`config.mk`:
```
export PLATFORM = sky130hd
export DESIGN_NAME = tomasulo_rs
export DESIGN_NICKNAME = d
export VERILOG_FILES = /design/src/rtl/tomasulo_pkg.sv /design/src/rtl/tomasulo_rs_pick.sv /design/src/rtl/tomasulo_rs.sv
export SDC_FILE = /design/constraint.sdc
export NUM_CORES = 1
export LEC_CHECK = 0
export CAP_MARGIN = 20
export CORE_ASPECT_RATIO = 1.5
export CORE_MARGIN = 3
export CORE_UTILIZATION = 62
export CTS_BUF_LIST = sky130_fd_sc_hd__clkbuf_16
export DETAILED_ROUTE_END_ITERATION = 7
export PLACE_DENSITY_LB_ADDON = 0.15
export SYNTH_ARGS = -nofsm -noshare
export SYNTH_HDL_FRONTEND = slang
export SYNTH_HIERARCHICAL = 1
export SYNTH_SLANG_ARGS = --single-unit
```
`constraint.sdc`:
```
create_clock -name clk -period 10.8 [get_ports clk]
set_clock_uncertainty 0.2 [all_clocks]
set_input_delay 3.24 -clock clk [delete_from_list [all_inputs] [get_ports clk]]
set_output_delay 3.24 -clock clk [all_outputs]
set_load 0.01 [all_outputs]
```
`src/rtl/tomasulo_pkg.sv`:
```
// Shared types for the Tomasulo reservation station: operand, dispatch, CDB and issue records.
package tomasulo_pkg;

  typedef logic [31:0] word_t;
  typedef logic [5:0]  tag_t;
  typedef logic [2:0]  op_t;

  localparam op_t OP_ADD = 3'd0;
  localparam op_t OP_SUB = 3'd1;
  localparam op_t OP_AND = 3'd2;
  localparam op_t OP_OR  = 3'd3;
  localparam op_t OP_XOR = 3'd4;

  typedef struct packed {
    logic  rdy;
    tag_t  tag;
    word_t data;
  } src_t;

  typedef struct packed {
    op_t  op;
    tag_t dst;
    src_t src0;
    src_t src1;
  } dispatch_t;

  typedef struct packed {
    logic  vld;
    tag_t  tag;
    word_t wdata;
  } cdb_t;

  typedef struct packed {
    op_t   op;
    tag_t  tag;
    tag_t  dst;
    word_t a;
    word_t b;
  } issue_t;

  // A waiting operand captures the broadcast whose tag it is waiting on.
  function automatic src_t src_wake(input src_t s, input cdb_t c);
    src_t r;
    r = s;
    if (!s.rdy && c.vld && (c.tag == s.tag)) begin
      r.rdy  = 1'b1;
      r.data = c.wdata;
    end
    return r;
  endfunction

endpackage

```
`src/rtl/tomasulo_rs_pick.sv`:
```
// Issue picker: one-hot grant among eligible entries; oldest-first with an age matrix when
// TOMASULO_RS_AGE_ORDER_EN is defined, otherwise lowest index. Combinational, no backpressure.
module tomasulo_rs_pick #(
  parameter int N = 4
) (
  input  logic         clk,
  input  logic         rst,
  input  logic [N-1:0] alloc,
  input  logic [N-1:0] elig,
  output logic [N-1:0] grant
);

`ifdef TOMASULO_RS_AGE_ORDER_EN
  // older_q[i][j] set means entry i was dispatched before entry j.
  logic [N-1:0] older_q [N];
  logic [N-1:0] older_d [N];

  always_comb begin
    for (int i = 0; i < N; i++) older_d[i] = older_q[i];
    for (int k = 0; k < N; k++) begin
      if (alloc[k]) begin
        for (int j = 0; j < N; j++) begin
          older_d[k][j] = 1'b0;
          if (j != k) older_d[j][k] = 1'b1;
        end
      end
    end
  end

  // Uses the updated matrix so an entry dispatched this cycle already ranks youngest.
  always_comb begin
    grant = '0;
    for (int i = 0; i < N; i++) begin
      grant[i] = elig[i];
      for (int j = 0; j < N; j++) begin
        if ((j != i) && elig[j] && !older_d[i][j]) grant[i] = 1'b0;
      end
    end
  end

  always_ff @(posedge clk or posedge rst) begin
    if (rst) begin
      for (int i = 0; i < N; i++) older_q[i] <= '0;
    end else begin
      for (int i = 0; i < N; i++) older_q[i] <= older_d[i];
    end
  end
`else
  logic unused_pick;
  assign unused_pick = ^{clk, rst, alloc};

  always_comb begin
    grant = '0;
    for (int i = 0; i < N; i++) begin
      if (elig[i] && (grant == '0)) grant[i] = 1'b1;
    end
  end
`endif

endmodule

```
`src/rtl/tomasulo_rs.sv`:
```
// Tomasulo reservation station: N entries, CDB wakeup, single registered issue port (exe_r).
// Latency: an entry ready at end of cycle t is on exe_r at t+1; full_r leaves one slot of skid.
// Backpressure: exe_r holds while exe_rdy=0; dispatch with no free entry is dropped.
module tomasulo_rs
  import tomasulo_pkg::*;
#(
  parameter int N     = 4,
  parameter int RS_ID = 0
) (
  input  logic      clk,
  input  logic      rst,
  input  logic      dis_vld_r,
  input  dispatch_t dis_r,
  output logic      full_r,
  input  cdb_t      cdb_r,
  output logic      exe_vld_r,
  output issue_t    exe_r,
  input  logic      exe_rdy
);

  logic [N-1:0] valid_q, valid_d;
  logic [N-1:0] held_q;
  logic [N-1:0] alloc, elig, grant;
  op_t          op_q  [N];
  op_t          op_d  [N];
  tag_t         dst_q [N];
  tag_t         dst_d [N];
  src_t         s0_q  [N];
  src_t         s0_d  [N];
  src_t         s1_q  [N];
  src_t         s1_d  [N];
  logic         fire, stall, full_d;
  int           cnt_d;
  issue_t       issue_d;

  assign fire  = exe_vld_r & exe_rdy;
  assign stall = exe_vld_r & ~exe_rdy;

  // A slot freed this cycle is not offered to dispatch until next cycle.
  always_comb begin
    alloc = '0;
    if (dis_vld_r) begin
      for (int i = 0; i < N; i++) begin
        if (!valid_q[i] && (alloc == '0)) alloc[i] = 1'b1;
      end
    end
  end

  always_comb begin
    for (int i = 0; i < N; i++) begin
      op_d[i]    = op_q[i];
      dst_d[i]   = dst_q[i];
      s0_d[i]    = src_wake(s0_q[i], cdb_r);
      s1_d[i]    = src_wake(s1_q[i], cdb_r);
      valid_d[i] = valid_q[i] & ~(fire & held_q[i]);
      if (alloc[i]) begin
        op_d[i]    = dis_r.op;
        dst_d[i]   = dis_r.dst;
        s0_d[i]    = src_wake(dis_r.src0, cdb_r);
        s1_d[i]    = src_wake(dis_r.src1, cdb_r);
        valid_d[i] = 1'b1;
      end
    end
  end

  always_comb begin
    for (int i = 0; i < N; i++) begin
      elig[i] = valid_d[i] & s0_d[i].rdy & s1_d[i].rdy & ~held_q[i];
    end
  end

  tomasulo_rs_pick #(.N(N)) u_pick (
    .clk   (clk),
    .rst   (rst),
    .alloc (alloc),
    .elig  (elig),
    .grant (grant)
  );

  always_comb begin
    issue_d = '0;
    for (int i = 0; i < N; i++) begin
      if (grant[i]) begin
        issue_d.op  = op_d[i];
        issue_d.tag = tag_t'(RS_ID * 8 + i);
        issue_d.dst = dst_d[i];
        issue_d.a   = s0_d[i].data;
        issue_d.b   = s1_d[i].data;
      end
    end
  end

  always_comb begin
    cnt_d = 0;
    for (int i = 0; i < N; i++) begin
      if (valid_d[i]) cnt_d = cnt_d + 1;
    end
    full_d = (cnt_d >= N - 1);
  end

  always_ff @(posedge clk or posedge rst) begin
    if (rst) begin
      valid_q   <= '0;
      held_q    <= '0;
      exe_vld_r <= 1'b0;
      full_r    <= 1'b0;
    end else begin
      valid_q   <= valid_d;
      held_q    <= stall ? held_q : grant;
      exe_vld_r <= stall | (|grant);
      full_r    <= full_d;
    end
  end

  // Payload storage carries no reset; valid_q and exe_vld_r qualify it.
  always_ff @(posedge clk) begin
    for (int i = 0; i < N; i++) begin
      op_q[i]  <= op_d[i];
      dst_q[i] <= dst_d[i];
      s0_q[i]  <= s0_d[i];
      s1_q[i]  <= s1_d[i];
    end
    if (!stall) exe_r <= issue_d;
  end

endmodule

```
==> flow_metrics.py <==
metrics = {
    "status": {
        "outcome": "finished, violations left",
        "violations": "DRC",
    },
    "timing": {
        "hold_viol": 0,
        "setup_viol": 0,
        "fmax_mhz": 112.3,
        "rsz0062_at_grt": "no",
        "tns_ns": 0,
        "drv_slew": 0,
        "worst_pin_slew_ns": 1.206,
        "fin_crit_ns": 8.901,
        "slew_headroom": 0.1939,
        "finalCritPeriodShare": 0.8242,
    },
    "place": {
        "finalWeightedCongestion": 0.8950,
        "dp_hpwl_microns": 39120,
        "port_buffers": 206,
        "dp_cells": 2555,
        "postPlaceCellArea_sq_mm": 0.02296,
    },
    "synthesis": {
        "synth_area_leaders": "dfxtp_1 29%, edfxtp_1 18%, o22a_1 5.5%, o211ai_1 3.5%, o21ai_0 3.3%",
        "synth_seq_cells": 433,
        "synth_top_area_frac": 0.2897,
        "yosysSeqAreaShare": 0.4800,
        "synth-edff-count": 123,
        "synth_cell_type_count": 60,
        "postSynth.asyncResetShare": 0.02309,
        "syn_inst": 2107,
        "yosys.area.top_type": "dfxtp_1",
        "netlist_area_sq_mm": 0.02073,
        "synth.yosys.warnings": 6,
        "avgSynthCellArea_sq_um": 9.838,
        "ys.flop_type": "dfxtp_1",
    },
    "setup_path": {
        "r2r_slack_ns": 4.85,
        "critical_path_class": "in -> reg",
        "cp_common_cell": "nor2_4",
        "max_stage_delay_ns": 1.08,
        "cp_max_fo": 34,
        "crit_arrival_ns": 8.91,
        "rr_endpoint": "exe_r[38]",
        "r2r_cells": 10,
        "cp-start-kind": "primary input",
        "regToRegStartpoint": "valid_q[0]",
        "crit_path_cell_trace": "clkdlybuf4s50_1 -> xnor2_1 -> nand4_1 -> nor2_4 -> buf_4 -> nor2_1 -> o21ai_0 -> and3_1 -> nor3b_2 -> clkinv_1 -> nor2_4 -> a222oi_1",
        "endpoint_kind": "flop",
        "cpMaxStageDelayCell": "nor2_4",
        "cp.required_ns": 10.81,
    },
    "global_route": {
        "first_global_vias": 18660,
        "grt_pass1_wl_microns": 102000,
        "antenna_found_initial": 2,
        "grt_overflow": 0,
        "grt_max_degree": 66,
        "grt_usage": 0.3588,
    },
    "cts": {
        "cts_tree": "done",
        "cts_buffers": 41,
        "ctsHoldBuffers": 0,
        "ctsResizeCount": 0,
        "root_buffer": "clkbuf_16",
        "post_cts_buffers": 0,
        "clkTransAtPathRegs_ns": 0.06,
        "cts_max_path_buffers": 3,
        "clk_latency_ns": 0.55,
        "clock_sinks": 433,
        "h-tree-depth": 2,
    },
    "detailed_routing": {
        "drt-total-wl_microns": 67220,
        "final_antenna_net_count": 0,
        "wl_per_cell_microns": 25.58,
        "vias": 18740,
        "first_iter_violations": 2490,
        "vias_per_cell": 7.131,
        "drc": 7,
        "first_pass_iters": 8,
    },
    "worst_hold_path": {
        "worstHoldStart": "dst_q[2][2]",
        "hold_depth": 2,
        "min_to": "dst_q[2][2]",
        "hold_path.class": "reg -> reg",
    },
    "layout": {
        "drive_gt1_frac": 0.07366,
        "layoutNonFillerInstCount": 2628,
        "nets": 2316,
        "final_cell_mix": "300 x dfxtp_1, 206 x clkdlybuf4s50_1, 157 x inv_1",
        "antenna_cells": 0,
        "postLayoutCoreUtil": 0.7348,
        "num-fill-cells": 2360,
        "area_delta_synth_final_pct": 16.40,
        "final_common_cell": "dfxtp_1",
        "final_area_sq_mm": 0.02413,
    },
    "pwr": {
        "max-vdd-ir-drop_uv": 167.6,
        "total_power_mw": 7.547,
        "p_leak_nw": 9.192,
        "power_density_mw_per_mm2": 312.8,
    },
    "floorplanning": {
        "io_pins": 211,
        "rows": 81,
        "dieArea_sq_mm": 0.03571,
        "initial_core_util": 0.6313,
        "die_x_microns": 155.3,
        "die_h_microns": 229.9,
        "core_sq_mm": 0.03284,
    },
    "run": {
        "cap_violations": 0,
    },
}
[state kept, by name, summed over array words and instances, names as in the netlist]
register,count
op_q,12
exe_vld_r,1
held_q,4
dst_q,24
exe_r,75
s1_q,156
s0_q,156
valid_q,4
full_r,1
[final cells by class]
class	count	area (sq um)	area share
Inverter	141	530.5	0.02199
Clock inverter	31	118.9	0.004926
Sequential cell	433	9950	0.4124
Multi-Input combinational cell	1319	9564	0.3964
Timing Repair Buffer	247	2395	0.09925
Tap cell	415	519.2	0.02152
Clock buffer	42	1051	0.04356
[routing by layer]
layer	part of all wire	global-route usage	up-vias
met5	0.00030	0	-
met4	0.056	0.2056	2
met3	0.11	0.06590	293
met2	0.48	0.5916	1340
met1	0.36	0.4399	8969
li1	-	-	8135
[through the flow]
step	worst slack (ns)	hold WS, ns
after floorplan	3.990	0.2186
after global placement	1.936	0.2280
after detailed placement	1.565	0.2325
after CTS	2.132	0.2509
after global routing	1.806	0.2766
final	1.899	0.2553
[Yosys cell counts, types with 32 or more instances]
master	instances
a21oi_1	41
xnor2_1	37
a221oi_1	73
dfxtp_1	300
o21ai_0	137
o2111a_1	32
o211ai_1	96
nand3_1	108
a311oi_1	33
inv_1	139
a222oi_1	64
o22a_1	129
nand2_1	98
a21o_1	33
and2_1	33
nor2_1	91
o22ai_1	32
mux2i_1	65
clkbuf_1	168
mux2_2	45
edfxtp_1	123
o21a_1	64
[critical path: cells and delay by family]
family	cells	cell delay, ns
compound gates	2	0.42
xor+xnor	1	0.20
buf+inv	3	2.00
simple gates	6	3.02
[power by group]
group	switching, mW	total (mW)	leakage, nW	internal (mW)
logic	1.85	3.38	4.66	1.53
registers	0.286	2.86	3.89	2.58
clock network	0.607	1.31	0.645	0.699
[worst max path at each step]
stage	start	endpoint	slack, ns
detailed placement	cdb_r[32]	exe_r[47]	1.57
global placement	cdb_r[32]	exe_r[42]	1.94
floorplan	dis_vld_r	exe_r[38]	3.99
global route	cdb_r[32]	exe_r[47]	1.81
finish	cdb_r[32]	exe_r[38]	1.90
CTS	cdb_r[32]	exe_r[38]	2.13
[logic make-up (layout without fill, tap and decap cells)]
| family | after synthesis | in the layout | synth area share |
|---|---|---|---|
| flops | 433 | 433 | 0.4800 |
| simple gates | 381 | 381 | 0.08656 |
| xor+xnor | 61 | 61 | 0.02614 |
| compound gates | 759 | 759 | 0.2787 |
| other cells | 1 | 4 | 0.0001809 |
| fa+ha+maj | 3 | 3 | 0.001811 |
| mux | 111 | 111 | 0.05692 |
| buf+inv | 358 | 461 | 0.06966 |
(Power assumes the default switching activity.)
